===== config.mk =====
export PLATFORM = sky130hd
export DESIGN_NAME = riscv_instr_loader
export DESIGN_NICKNAME = d
export VERILOG_FILES = /design/src/rtl/riscv_instr_loader.sv
export SDC_FILE = /design/constraint.sdc
export NUM_CORES = 1
export LEC_CHECK = 0
export BUFFER_PORTS_ARGS = -buffer_cell sky130_fd_sc_hd__buf_2
export CORE_MARGIN = 2
export CORE_UTILIZATION = 59
export DETAILED_ROUTE_END_ITERATION = 8
export HOLD_SLACK_MARGIN = 0.02
export PLACE_DENSITY = 0.8
export SETUP_SLACK_MARGIN = 0.2
export SLEW_MARGIN = 20
export SYNTH_ARGS = -nofsm -noshare
export SYNTH_HDL_FRONTEND = slang
export SYNTH_SLANG_ARGS = --single-unit

===== constraint.sdc =====
create_clock -name clk -period 2.75 [get_ports clk]
set_clock_uncertainty 0.1 [all_clocks]
set_input_delay 0.1375 -clock clk [delete_from_list [all_inputs] [get_ports clk]]
set_output_delay 0.1375 -clock clk [all_outputs]
set_load 0.02 [all_outputs]

===== src/rtl/riscv_instr_loader.sv =====
// Instruction-image loader: unpacks a framed 32-bit word stream into byte writes on the
// instr_config bus and holds the core in reset while an image is being written.
module riscv_instr_loader #(
   parameter int unsigned ADDR_W = 24,
   parameter logic [7:0]  MAGIC  = 8'hA5
) (
   input  logic              clk,
   input  logic              resetn,
   input  logic [31:0]       din,
   input  logic              val_in,
   output logic              ready_upward,
   output logic [ADDR_W-1:0] instr_config_addr,
   output logic [7:0]        instr_config_din,
   output logic              instr_config_wr_en,
   output logic              core_hold,
   output logic              load_done,
   output logic              hdr_err
);

   typedef enum logic [2:0] {
      StIdle,
      StLen,
      StData,
      StEmit,
      StDone
   } state_t;

   state_t              r_state;
   state_t              w_state_d;
   logic [ADDR_W-1:0]   r_addr;
   logic [ADDR_W-1:0]   w_addr_d;
   logic [ADDR_W-1:0]   r_rem;
   logic [ADDR_W-1:0]   w_rem_d;
   logic [31:0]         r_word;
   logic [31:0]         w_word_d;
   logic [2:0]          r_idx;
   logic [2:0]          w_idx_d;
   logic [ADDR_W-1:0]   r_cfg_addr;
   logic [ADDR_W-1:0]   w_cfg_addr_d;
   logic [7:0]          r_cfg_din;
   logic [7:0]          w_cfg_din_d;
   logic                r_wr_en;
   logic                w_wr_en_d;
   logic                r_hold;
   logic                w_hold_d;
   logic                r_done;
   logic                w_done_d;
   logic                r_err;
   logic                w_err_d;

   logic                w_ready_st;
   logic                w_accept;
   logic [7:0]          w_byte;

   // Gating with resetn keeps ready low throughout reset and high as soon as it releases.
   assign w_ready_st   = (r_state == StIdle) || (r_state == StLen) || (r_state == StData);
   assign ready_upward = w_ready_st & resetn;
   assign w_accept     = val_in & ready_upward;

   always_comb begin
      w_byte = r_word[7:0];
      case (r_idx[1:0])
         2'd0:    w_byte = r_word[7:0];
         2'd1:    w_byte = r_word[15:8];
         2'd2:    w_byte = r_word[23:16];
         default: w_byte = r_word[31:24];
      endcase
   end

   always_comb begin
      w_state_d    = r_state;
      w_addr_d     = r_addr;
      w_rem_d      = r_rem;
      w_word_d     = r_word;
      w_idx_d      = r_idx;
      w_cfg_addr_d = r_cfg_addr;
      w_cfg_din_d  = r_cfg_din;
      w_wr_en_d    = 1'b0;
      w_hold_d     = r_hold;
      w_done_d     = 1'b0;
      w_err_d      = 1'b0;

      case (r_state)
         StIdle: begin
            if (w_accept) begin
               if (din[31:24] == MAGIC) begin
                  w_addr_d  = din[ADDR_W-1:0];
                  w_hold_d  = 1'b1;
                  w_state_d = StLen;
               end else begin
                  w_err_d = 1'b1;
               end
            end
         end
         StLen: begin
            if (w_accept) begin
               w_rem_d = din[ADDR_W-1:0];
               if (din[ADDR_W-1:0] == '0) begin
                  w_done_d  = 1'b1;
                  w_state_d = StDone;
               end else begin
                  w_state_d = StData;
               end
            end
         end
         StData: begin
            // Byte 0 goes out on the accept edge so the first write follows immediately.
            if (w_accept) begin
               w_word_d     = din;
               w_cfg_addr_d = r_addr;
               w_cfg_din_d  = din[7:0];
               w_wr_en_d    = 1'b1;
               w_addr_d     = r_addr + ADDR_W'(1);
               w_rem_d      = r_rem - ADDR_W'(1);
               w_idx_d      = 3'd1;
               w_state_d    = StEmit;
            end
         end
         StEmit: begin
            if ((r_idx == 3'd4) || (r_rem == '0)) begin
               if (r_rem == '0) begin
                  w_done_d  = 1'b1;
                  w_state_d = StDone;
               end else begin
                  w_state_d = StData;
               end
            end else begin
               w_cfg_addr_d = r_addr;
               w_cfg_din_d  = w_byte;
               w_wr_en_d    = 1'b1;
               w_addr_d     = r_addr + ADDR_W'(1);
               w_rem_d      = r_rem - ADDR_W'(1);
               w_idx_d      = r_idx + 3'd1;
            end
         end
         StDone: begin
            w_hold_d  = 1'b0;
            w_state_d = StIdle;
         end
         default: begin
            w_hold_d  = 1'b0;
            w_state_d = StIdle;
         end
      endcase
   end

   always_ff @(posedge clk or negedge resetn) begin
      if (!resetn) begin
         r_state    <= StIdle;
         r_addr     <= '0;
         r_rem      <= '0;
         r_word     <= '0;
         r_idx      <= '0;
         r_cfg_addr <= '0;
         r_cfg_din  <= '0;
         r_wr_en    <= 1'b0;
         r_hold     <= 1'b0;
         r_done     <= 1'b0;
         r_err      <= 1'b0;
      end else begin
         r_state    <= w_state_d;
         r_addr     <= w_addr_d;
         r_rem      <= w_rem_d;
         r_word     <= w_word_d;
         r_idx      <= w_idx_d;
         r_cfg_addr <= w_cfg_addr_d;
         r_cfg_din  <= w_cfg_din_d;
         r_wr_en    <= w_wr_en_d;
         r_hold     <= w_hold_d;
         r_done     <= w_done_d;
         r_err      <= w_err_d;
      end
   end

   assign instr_config_addr  = r_cfg_addr;
   assign instr_config_din   = r_cfg_din;
   assign instr_config_wr_en = r_wr_en;
   assign core_hold          = r_hold;
   assign load_done          = r_done;
   assign hdr_err            = r_err;

endmodule


### After elaboration in Yosys (flattened, before gate mapping)

Cells that the tools add are included.

* register bits: 122
* output and inout port bits: 37
* word-level logic and storage cells: 88
* input port bits: 35

* reduce and logical (&&, ||, !) cells: 17
* $add $sub $neg: 3
* multiplexer cells: 41
* eq/ne operators: 13
* bitwise logic cells: 3

Operator list (number)
* two-way mux 24 bit: 9
* case mux 24 bit (3 select lines): 2
* zero test 24 bit: 2
* case mux 24 bit (2 select lines): 1
* two-way mux 3 bit: 9
* adder 24 x 1 -> 24 bit (second input constant): 1
* case mux 8 bit (3 select lines): 1
* subtractor 24 x 1 -> 24 bit (second input constant): 1
* two-way mux 8 bit: 2
* case mux 8 bit (2 select lines): 1
* case mux 3 bit (4 select lines): 1
* two-way mux 1 bit: 11
* inequality test 2 bit (second input constant): 5
* AND reduction 5 bit: 2
* == test 8 bit (second input constant): 1
* == test 3 x 2 -> 1 bit (second input constant): 2
* case mux 1 bit (2 select lines): 3
* case mux 3 bit (2 select lines): 1
* AND reduction 3 bit: 2
* nonzero test 3 bit: 2
* AND reduction 4 bit: 1
* adder 3 x 1 -> 3 bit (second input constant): 1
* == test 3 x 1 -> 1 bit (second input constant): 1
* == test 3 bit (second input constant): 1
* 11 further kinds: 14

### Depth between registers and ports, before layout

Gate-level depths: netlist of the first run.

* depth after elaboration: 7
* depth in mapped cells: 10
* mapped depth without buffers: 8

### Worst setup path before layout of the first run

No wires, ideal clock.

* path kind: register to register
* from: register r_rem[0]
* to: register r_cfg_addr[10] (netlist: instr_config_addr[10])
* data required time: 2.522 ns
* stages on the path, launching flop included: 9
* setup slack: 0.214 ns
* setup time: 0.128 ns
* clock period less this slack: 2.536 ns
* buffers on the path: 1
* arrival time: 2.309 ns
* cells stage by stage: dfrtp_1 > inv_1 > ha_1 > nor3b_2 > nand4_1 > o21a_2 > nor2_8 > buf_6 > mux2_1

* word-level cells in the longest chain between the ends: 4

RTL lines
* start, declared: line 32 `logic [ADDR_W-1:0] r_rem;`
* start signal, assigned: line 163 `r_rem <= w_rem_d;`
* zero test 24 bit: line 120 `if ((r_idx == 3'd4) || (r_rem == '0)) begin`
* logical OR 1 bit: line 120
* inequality test 2 bit (no line)
* AND reduction 3 bit (no line)
* end signal, assigned: line 166 `r_cfg_addr <= w_cfg_addr_d;`
* end, declared: line 38 `logic [ADDR_W-1:0] r_cfg_addr;`

No other way between the ends.
A chain may end at the register's enable or synchronous reset.

### Worst setup path in the final report of the first run

* from: register r_rem[2]
* to: register r_rem[23]

* word-level cells in the longest chain between the ends: 4
* elaborated cells on any way between the ends: 8
* classes of those cells: 1 x add/sub; 1 x eq/ne; 3 x mux; 3 x reduce/logical

RTL lines
* branches (longest 4 deep; another with subtractor 24 x 1 -> 24 bit)

Several ways; the timed one is not identified. The select of a mux whose other input is x is not followed.

==> flow_summary.json, run 1 <==
{
  "ant_diodes": 0,
  "power_leakage_nw": 3.70,
  "drt_iter0_drc": 667,
  "clk-insertion-delay-late_ns": 0.53,
  "grt_start_max_net_pins": 86,
  "finalCriticalPeriod_ns": 2.52,
  "ctsHtreeMaxLevel": 4,
  "layout.core_utilization_pct": 76.3,
  "rsz0062_at_grt": "yes",
  "ys.flop_type": "sky130_fd_sc_hd__dfrtp_1",
  "via_per_inst": 6.60,
  "cp.required_ns": 3.09,
  "post_synth_inst_count": 689,
  "cts_tree": "done",
  "place.detailed.hpwl_um": 13100,
  "power_density_nw_per_um2": 809,
  "layout-drive-gt1-share_pct": 19.3,
  "detail_route.drc_violations": 0,
  "first_global_vias": 6106,
  "io_buffers": 71,
  "detail_route.wl_per_cell_um": 20.8,
  "drt_wl_total_um": 19700,
  "postSynthNetCount": 730,
  "rows": 37,
  "gr-usage-all-layers_pct": 35.8,
  "whs_ns": 0.0437,
  "netlist_area_um2": 6350,
  "cp_num_cells": 5,
  "startpoint_type": "flop",
  "nets": 839,
  "tritoncts_num_sinks": 122,
  "fill_cells": 711,
  "critPathMaxStageDelay_ns": 0.53,
  "core_area_um2": 10400,
  "slew_headroom_pct": 48.6,
  "dr_total_vias": 6240,
  "gp_congestion": 0.938,
  "setup.worst_path.end_class": "flop",
  "syn-mean-instance-area_um2": 9.21,
  "hold_viol": 0,
  "most_used_cells_in_the_layout_excluding_fill_and_tap_cells": "130 x sky130_fd_sc_hd__nand2_1, 122 x sky130_fd_sc_hd__dfrtp_1, 70 x sky130_fd_sc_hd__buf_2",
  "drt_first_pass_iters": 5,
  "synth.yosys.seq_area_share_pct": 48.1,
  "yosys.cell_types.count": 77,
  "async_reset_ff_share_pct": 100,
  "clk_pin_slew_ns": 0.06,
  "finalSetupViolations": 0,
  "worst_path_slowest_cell": "sky130_fd_sc_hd__or4_4",
  "maximum_clock_frequency_mhz": 398,
  "grt_antenna_before_repair": 0,
  "totalNegativeSetupSlack_ns": 0,
  "reg2regPathDepth": 5,
  "layout.cells.most_common": "sky130_fd_sc_hd__nand2_1",
  "die_h_um": 108,
  "critPathMaxFanout": 7,
  "irDropWorstVdd_mv": 0.835,
  "total_congestion_overflow": 0,
  "io_pins": 72,
  "max_capacitance_violation_count": 0,
  "total_power_mw": 6.41,
  "tightest_slew_ns": 0.770,
  "critical-path-top-delay-family": "simple AND/OR/NAND/NOR gates",
  "area_growth_syn_to_layout_pct": 24.7,
  "post-place-cells": 880,
  "dieArea_um2": 11600,
  "grt_pass1_wl_um": 31600,
  "slew_violations": 0,
  "instances_no_fill": 945,
  "count_of_flip_flops_with_a_built_in_enable_after_synthesis": 0,
  "die_x_um": 108,
  "synth.yosys.warnings": 0,
  "cts_buffer_depth": 2,
  "ant_nets": 0,
  "register_bit_count_reported_by_yosys": 122,
  "worstSetupPathType": "reg -> reg",
  "hp-class": "in -> async",
  "outcome": "completed",
  "floorplan.initialDensity_pct": 61.2,
  "critical_path_buf_inv_count": 0,
  "min_period_over_period_pct": 91.5,
  "cts_root_buffer": "sky130_fd_sc_hd__clkbuf_8",
  "cts_buffers": 17,
  "worstPathArrival_ns": 2.86,
  "critical_path.cell_chain": "or4_4 > or3b_4 > or2_0 > or4_1 > a221oi_2"
}
[path summary, 6_finish.rpt]
kind	start	endpoint	slack, ns
worst max-delay path	r_rem[2]	r_rem[23]	0.23
worst min-delay path	resetn	instr_config_addr[0]	0.04
worst max register to register	r_rem[2]	r_rem[23]	0.23
max in group asynchronous	resetn	r_addr[4]	1.48
worst min register to register	r_word[5]	r_word[5]	0.38
min in group clk	din[30]	r_word[30]	0.25
[cell type report]
cell class / instances / area, um2 / area share, %
multi-input cells: 504 / 3080 / 38.9
inverters: 20 / 75.1 / 0.948
well taps: 136 / 170 / 2.15
clock inverters: 8 / 118 / 1.49
clock buffers: 22 / 473 / 5.98
flip-flops and latches: 122 / 3050 / 38.6
repair buffers: 133 / 945 / 11.9
[cell usage after synthesis (3+ instances only)]
cell type	number	area share [%]
sky130_fd_sc_hd__a21oi_1	51	4.0
sky130_fd_sc_hd__a222oi_1	8	1.3
sky130_fd_sc_hd__a22oi_1	9	1.1
sky130_fd_sc_hd__a2bb2oi_1	4	0.55
sky130_fd_sc_hd__a31oi_1	10	0.99
sky130_fd_sc_hd__and3_1	6	0.59
sky130_fd_sc_hd__and4_1	3	0.41
sky130_fd_sc_hd__buf_2	9	0.71
sky130_fd_sc_hd__clkbuf_1	31	1.8
sky130_fd_sc_hd__dfrtp_1	122	48
sky130_fd_sc_hd__ha_1	6	1.2
sky130_fd_sc_hd__inv_1	18	1.1
sky130_fd_sc_hd__mux2_1	20	3.5
sky130_fd_sc_hd__mux2i_1	3	0.47
sky130_fd_sc_hd__nand2_1	131	7.7
sky130_fd_sc_hd__nand3_1	16	1.3
sky130_fd_sc_hd__nand4_1	7	0.69
sky130_fd_sc_hd__nor2_1	51	3.0
sky130_fd_sc_hd__nor3_1	13	1.0
sky130_fd_sc_hd__nor3b_1	3	0.35
sky130_fd_sc_hd__nor4_1	17	1.7
sky130_fd_sc_hd__nor4bb_1	3	0.47
sky130_fd_sc_hd__o211a_1	3	0.47
sky130_fd_sc_hd__o21ai_0	18	1.4
sky130_fd_sc_hd__o21ai_1	13	1.0
sky130_fd_sc_hd__o221ai_1	7	0.97
sky130_fd_sc_hd__o22a_1	12	1.7
sky130_fd_sc_hd__o22ai_1	20	2.0
sky130_fd_sc_hd__o2bb2a_1	3	0.47
sky130_fd_sc_hd__o311a_1	3	0.47
sky130_fd_sc_hd__o41ai_1	3	0.41
sky130_fd_sc_hd__or3_1	9	0.89
sky130_fd_sc_hd__or4_1	5	0.59
[kinds of logic after synthesis]
| family | synth area share [%] |
|---|---|
| adder cells (fa/ha/maj) | 1.18 |
| buffers and inverters | 4.14 |
| XOR/XNOR | 0.138 |
| AO/OA/AOI/OAI | 20.6 |
| multiplexers | 4.02 |
| flip-flops | 48.1 |
| AND/OR/NAND/NOR | 21.8 |
[power breakdown]
part | internal [mW] | total [mW] | switching (mW)
Sequential | 2.15 | 2.50 | 0.349
Combinational | 0.688 | 1.68 | 0.996
Clock | 1.46 | 2.23 | 0.766
Total | 4.29 | 6.41 | 2.11
[worst min-delay path, cell delays in order]
cell,delay [ns]
sky130_fd_sc_hd__dlygate4sd3_1,0.53
sky130_fd_sc_hd__buf_4,0.13
sky130_fd_sc_hd__buf_4,0.25
[sequential cells by signal, indices dropped and copies added (netlist names)]
signal,flops
instr_config_addr,24
load_done,1
core_hold,1
instr_config_din,8
r_state,3
r_word,32
instr_config_wr_en,1
hdr_err,1
r_addr,24
r_rem,24
r_idx,3
[per-stage QoR]
step	setup WS [ns]	area [um2]
2_1_floorplan	0.214	6350
3_3_place_gp	0.191	6930
3_5_place_dp	0.125	6930
4_1_cts	0.214	7870
5_1_grt	0.129	7920
6_report	0.234	7920
[repair_timing]
item / 4_1_cts / 5_1_grt
hold endpoints to repair: 107 / 0
gates resized for setup: 4 / 7
buffers inserted: 0 / 1
endpoints found under the setup margin: 17 / 42
cloned: 0 / 0
hold buffers: 34 / 0
[metal layers]
layer | track usage (%) | share of wire, %
met5 | 0 | 0
met1 | 48.4 | 39
met2 | 56.5 | 47
met4 | 13.8 | 3.5
met3 | 7.93 | 9.9
Note: power is estimated with default switching activity, not from simulation.
==> run 2, diff against run 1 <==
- ABC_CLOCK_PERIOD_IN_PS: not set -> 2750
- RECOVER_POWER: not set -> 50
==> run 2 against run 1 <==
Effect of this change:
- global-route usage unchanged
- routed wire length rose by 0.64%
- die area stayed put
- combinational power about the same
- flip-flop and latch count is the same
- sequential power is essentially flat
- fmax fell by 0.14%
- critical path depth is the same
- critical path type unchanged
==> flow_summary.json, run 2 (synthesized netlist as in run 1, its figures left out) <==
{
  "clk-insertion-delay-late_ns": 0.54,
  "critPathMaxFanout": 5,
  "worstPathArrival_ns": 2.86,
  "slew_violations": 0,
  "drt_iter0_drc": 723,
  "layout.cells.most_common": "sky130_fd_sc_hd__nand2_1",
  "ctsHtreeMaxLevel": 4,
  "cts_tree": "done",
  "grt_antenna_before_repair": 0,
  "detail_route.drc_violations": 0,
  "critical-path-top-delay-family": "simple AND/OR/NAND/NOR gates",
  "largest_register_ffs": 32,
  "critical_path_buf_inv_count": 0,
  "total_congestion_overflow": 0,
  "totalNegativeSetupSlack_ns": 0,
  "via_per_inst": 6.64,
  "layout-drive-gt1-share_pct": 14.6,
  "grt_start_max_net_pins": 86,
  "instances_no_fill": 945,
  "registers.top_by_ff_count": "r_word",
  "finalCriticalPeriod_ns": 2.52,
  "drt_wl_total_um": 19800,
  "max_capacitance_violation_count": 0,
  "cts_root_buffer": "sky130_fd_sc_hd__clkbuf_8",
  "whs_ns": 0.198,
  "die_h_um": 108,
  "rsz0062_at_grt": "yes",
  "nets": 839,
  "place.detailed.hpwl_um": 13100,
  "setup.worst_path.end_class": "flop",
  "min_period_over_period_pct": 91.6,
  "startpoint_type": "flop",
  "worstSetupPathType": "reg -> reg",
  "power_density_nw_per_um2": 812,
  "detail_route.wl_per_cell_um": 20.9,
  "first_global_vias": 6106,
  "cts_buffer_depth": 2,
  "post-place-cells": 880,
  "cpMostUsedCell": "sky130_fd_sc_hd__or4_4",
  "rows": 37,
  "tightest_slew_ns": 0.940,
  "io_pins": 72,
  "worst_path_slowest_cell": "sky130_fd_sc_hd__or4_4",
  "cp.required_ns": 3.09,
  "outcome": "completed",
  "most_used_cells_in_the_layout_excluding_fill_and_tap_cells": "130 x sky130_fd_sc_hd__nand2_1, 122 x sky130_fd_sc_hd__dfrtp_1, 51 x sky130_fd_sc_hd__a21oi_1",
  "hp-class": "in -> async",
  "core_area_um2": 10400,
  "grt_pass1_wl_um": 31600,
  "maximum_clock_frequency_mhz": 397,
  "cts_buffers": 17,
  "gr-usage-all-layers_pct": 35.8,
  "total_power_mw": 6.38,
  "die_x_um": 108,
  "tritoncts_num_sinks": 122,
  "ant_diodes": 0,
  "critPathMaxStageDelay_ns": 0.57,
  "area_growth_syn_to_layout_pct": 23.9,
  "slew_headroom_pct": 37.3,
  "drt_first_pass_iters": 8,
  "floorplan.initialDensity_pct": 61.2,
  "irDropWorstVdd_mv": 0.831,
  "gp_congestion": 0.938,
  "power_leakage_nw": 3.55,
  "crit-reg2reg-launch": "r_rem[12]",
  "critical_path.cell_chain": "or4_4 > or4_4 > or2_0 > or4_1 > a221oi_2",
  "io_buffers": 71,
  "clk_pin_slew_ns": 0.06,
  "dr_total_vias": 6279,
  "hold_viol": 0,
  "finalSetupViolations": 0,
  "dieArea_um2": 11600,
  "crit_path_start": "r_rem[12]",
  "ant_nets": 0
}
==> run 2: cell count changes in the layout (fill, tap and decap cells not counted), sizes merged <==
cell | previous run | this run
buf | 99 | 61
clkbuf | 22 | 60
==> run 2: per-stage QoR <==
stage               worst slack (ns)  area [um2]  utilization, %
floorplan                      0.214        6350               -
global placement               0.191        6930            66.8
detailed placement             0.125        6930            66.8
CTS                            0.214        7870            75.9
global route                   0.102        7860            75.8
finish                         0.231        7860            75.8
==> run 2: final cells by class <==
cell class	count	area (um2)
Clock inverter	8	118
Fill cell	732	2510
Tap cell	136	170
Timing Repair Buffer	133	892
Inverter	20	75.1
Sequential cell	122	3050
Clock buffer	22	473
Multi-Input combinational cell	504	3080
==> run 2: final timing paths <==
path,endpoint,slack (ns),cells after the start
worst max-delay path,r_rem[23],0.23,5
worst min-delay path,r_state[0],0.20,3
worst max register to register,r_rem[23],0.23,5
worst min register to register,r_word[5],0.38,2
max in group asynchronous,r_addr[4],0.87,4
min in group clk,r_word[25],0.25,4
==> run 2: timing repair <==
item | in CTS | in global routing
setup buffers | 0 | 1
hold buffers | 34 | 0
setup endpoints to repair | 17 | 42
endpoints found under the hold margin | 107 | 0
resized for setup | 4 | 7
==> run 2: layer usage <==
| layer | up-vias | track usage (%) | wire length [um] |
|---|---|---|---|
| met5 | - | 0 | 0 |
| li1 | 2770 | - | - |
| met2 | 396 | 56.5 | 9380 |
| met3 | 77 | 7.93 | 1920 |
| met1 | 3036 | 48.4 | 7760 |
| met4 | 0 | 13.8 | 728 |
==> run 2: report_power, final <==
group	internal (mW)	total, mW	switching (mW)
clock network	1.46	2.22	0.765
logic	0.657	1.66	1.00
registers	2.15	2.50	0.353
==> run 2: tightest hold or removal path: cells and delay by family <==
kind / cells / cell delay, ns
buf+inv: 3 / 1.09
==> run 3, diff against run 2 <==
- PLACE_DENSITY: 0.8 -> 0.91
==> run 3 against run 2 <==
Effect of this change:
- highest routed layer unchanged
- the run now ends with design-rule violations left
- register-to-register slack got worse by 0.02 ns
- first-iteration DRC count rose by 27%
- largest power group unchanged
- die area did not move
- critical path type unchanged
==> flow_summary.json, run 3 (synthesized netlist as in run 1, its figures left out) <==
{
  "reg2reg_to": "r_addr[20]",
  "via_per_inst": 6.98,
  "grt_start_max_net_pins": 66,
  "crit_path_start": "r_addr[1]",
  "critPathMaxStageDelay_ns": 0.76,
  "clk-insertion-delay-late_ns": 0.53,
  "first_global_vias": 6329,
  "hp-class": "in -> reg",
  "totalNegativeSetupSlack_ns": 0,
  "largest_register_ffs": 32,
  "finalSetupViolations": 0,
  "post_dp_cell_area_um2": 6910,
  "rsz0062_at_grt": "yes",
  "place.detailed.hpwl_um": 13300,
  "total_congestion_overflow": 0,
  "io_pins": 72,
  "maximum_clock_frequency_mhz": 394,
  "die_x_um": 108,
  "floorplan.initialDensity_pct": 61.2,
  "cts_root_buffer": "sky130_fd_sc_hd__clkbuf_8",
  "die_h_um": 108,
  "finalWorstSetupSlack_ns": 0.209,
  "outcome": "finished, violations left",
  "tritoncts_num_sinks": 122,
  "startpoint_type": "flop",
  "critical_path_buf_inv_count": 0,
  "clk_pin_slew_ns": 0.06,
  "registers.top_by_ff_count": "r_word",
  "seq_power_share_pct": 38.9,
  "post-place-cells": 879,
  "power_leakage_nw": 3.57,
  "cell_area_after_layout_um2": 7910,
  "reg2regPathDepth": 6,
  "layout-drive-gt1-share_pct": 14.7,
  "worst_path_slowest_cell": "sky130_fd_sc_hd__nor4_1",
  "rows": 37,
  "worstPathArrival_ns": 2.90,
  "tightest_slew_ns": 1.25,
  "io_buffers": 71,
  "comb_power_share_pct": 26.7,
  "cp_num_cells": 6,
  "ant_diodes": 0,
  "most_used_cells_in_the_layout_excluding_fill_and_tap_cells": "130 x sky130_fd_sc_hd__nand2_1, 120 x sky130_fd_sc_hd__dfrtp_1, 51 x sky130_fd_sc_hd__a21oi_1",
  "min_period_over_period_pct": 92.4,
  "ctsHtreeMaxLevel": 4,
  "p_clk_share_pct": 34.4,
  "slew_headroom_pct": 17.0,
  "ant_nets": 0,
  "area_growth_syn_to_layout_pct": 24.7,
  "critical-path-top-delay-family": "simple AND/OR/NAND/NOR gates",
  "instances_no_fill": 951,
  "power_density_nw_per_um2": 820,
  "crit_path_end": "r_addr[20]",
  "cp.required_ns": 3.11,
  "layout.core_utilization_pct": 76.3,
  "critPathMaxFanout": 8,
  "internal_power_mw": 4.27,
  "worstSetupPathType": "reg -> reg",
  "crit-reg2reg-launch": "r_addr[1]",
  "cpMostUsedCell": "sky130_fd_sc_hd__nand3_1",
  "gr-usage-all-layers_pct": 37.4,
  "grt_pass1_wl_um": 32700,
  "pre_cts_slack_ns": 0.185,
  "drt_wl_total_um": 21700,
  "dieArea_um2": 11600,
  "cts_tree": "done",
  "max_capacitance_violation_count": 0,
  "slew_violations": 0,
  "worst-r2r-setup-slack_ns": 0.21,
  "dr_total_vias": 6635,
  "nets": 844,
  "power.switching_fraction_pct": 34.2,
  "detail_route.wl_per_cell_um": 22.8,
  "drt_iter0_drc": 918,
  "gp_congestion": 1.01,
  "failed_checks": "design-rule violations",
  "finalCriticalPeriod_ns": 2.54,
  "grt_antenna_before_repair": 0,
  "core_area_um2": 10400,
  "drt_first_pass_iters": 9,
  "cts_buffers": 17,
  "power.switching_mw": 2.22,
  "hold_viol": 0,
  "cts_buffer_depth": 2,
  "layout.cells.most_common": "sky130_fd_sc_hd__nand2_1",
  "irDropWorstVdd_mv": 0.602,
  "setup.worst_path.end_class": "flop",
  "critical_path.cell_chain": "ha_1 > nand3_1 > nor4_1 > nand3_1 > a21oi_1 > o22a_1",
  "detail_route.drc_violations": 5
}
[run 3: final cells by class]
type | instances | area (um2)
tap | 136 | 170
multi-input combinational | 505 | 3090
inverter | 20 | 75.1
sequential | 122 | 3060
timing repair buffer | 137 | 938
fill | 647 | 2460
clock buffer | 24 | 470
clock inverter | 7 | 115
[run 3: worst min-delay path by stage]
stage | from | endpoint | slack [ns] | cells after the start
6_report | din[31] | r_word[31] | 0.26 | 4
5_1_grt | din[28] | r_word[28] | 0.28 | 4
4_1_cts | resetn | hdr_err | 0.24 | 3
3_5_place_dp | resetn | r_state[0] | -0.06 | 1
3_3_place_gp | resetn | r_state[2] | -0.07 | 1
2_1_floorplan | resetn | core_hold | -0.26 | 0
[run 3: layer usage]
| metal | routed length [um] | GRT usage (%) |
|---|---|---|
| met1 | 7500 | 46.4 |
| met2 | 10300 | 59.9 |
| met3 | 2650 | 11.3 |
| met4 | 1210 | 17.8 |
| met5 | 0 | 0 |
[run 3: power by group through the flow]
stage | sequential, mW | combinational [mW] | clock, mW
global route | 2.55 | 1.86 | 2.32
global placement | 2.47 | 1.49 | 0
finish | 2.52 | 1.73 | 2.23
floorplan | 2.54 | 0.955 | 0
detailed placement | 2.49 | 1.57 | 0
CTS | 2.48 | 1.65 | 2.23
[run 3: repair_timing]
action / in CTS / in global routing
endpoints found under the hold margin: 132 / 0
setup buffers: 0 / 5
cloned: 0 / 1
gates resized for setup: 4 / 12
pin swaps: 1 / 3
hold buffers: 35 / 0
endpoints found under the setup margin: 7 / 39
[run 3: worst min-delay path, stage by stage]
cell                            delay (ns)
sky130_fd_sc_hd__dlygate4sd3_1        0.52
sky130_fd_sc_hd__buf_2                0.10
sky130_fd_sc_hd__nand2_1              0.04
sky130_fd_sc_hd__nand2_1              0.05
[run 3: through the flow]
step,power [mW],hold slack (ns)
after floorplan,3.49,-0.258
after global placement,3.96,-0.0713
after detailed placement,4.06,-0.0617
after CTS,6.36,0.243
after global routing,6.73,0.282
final,6.48,0.257
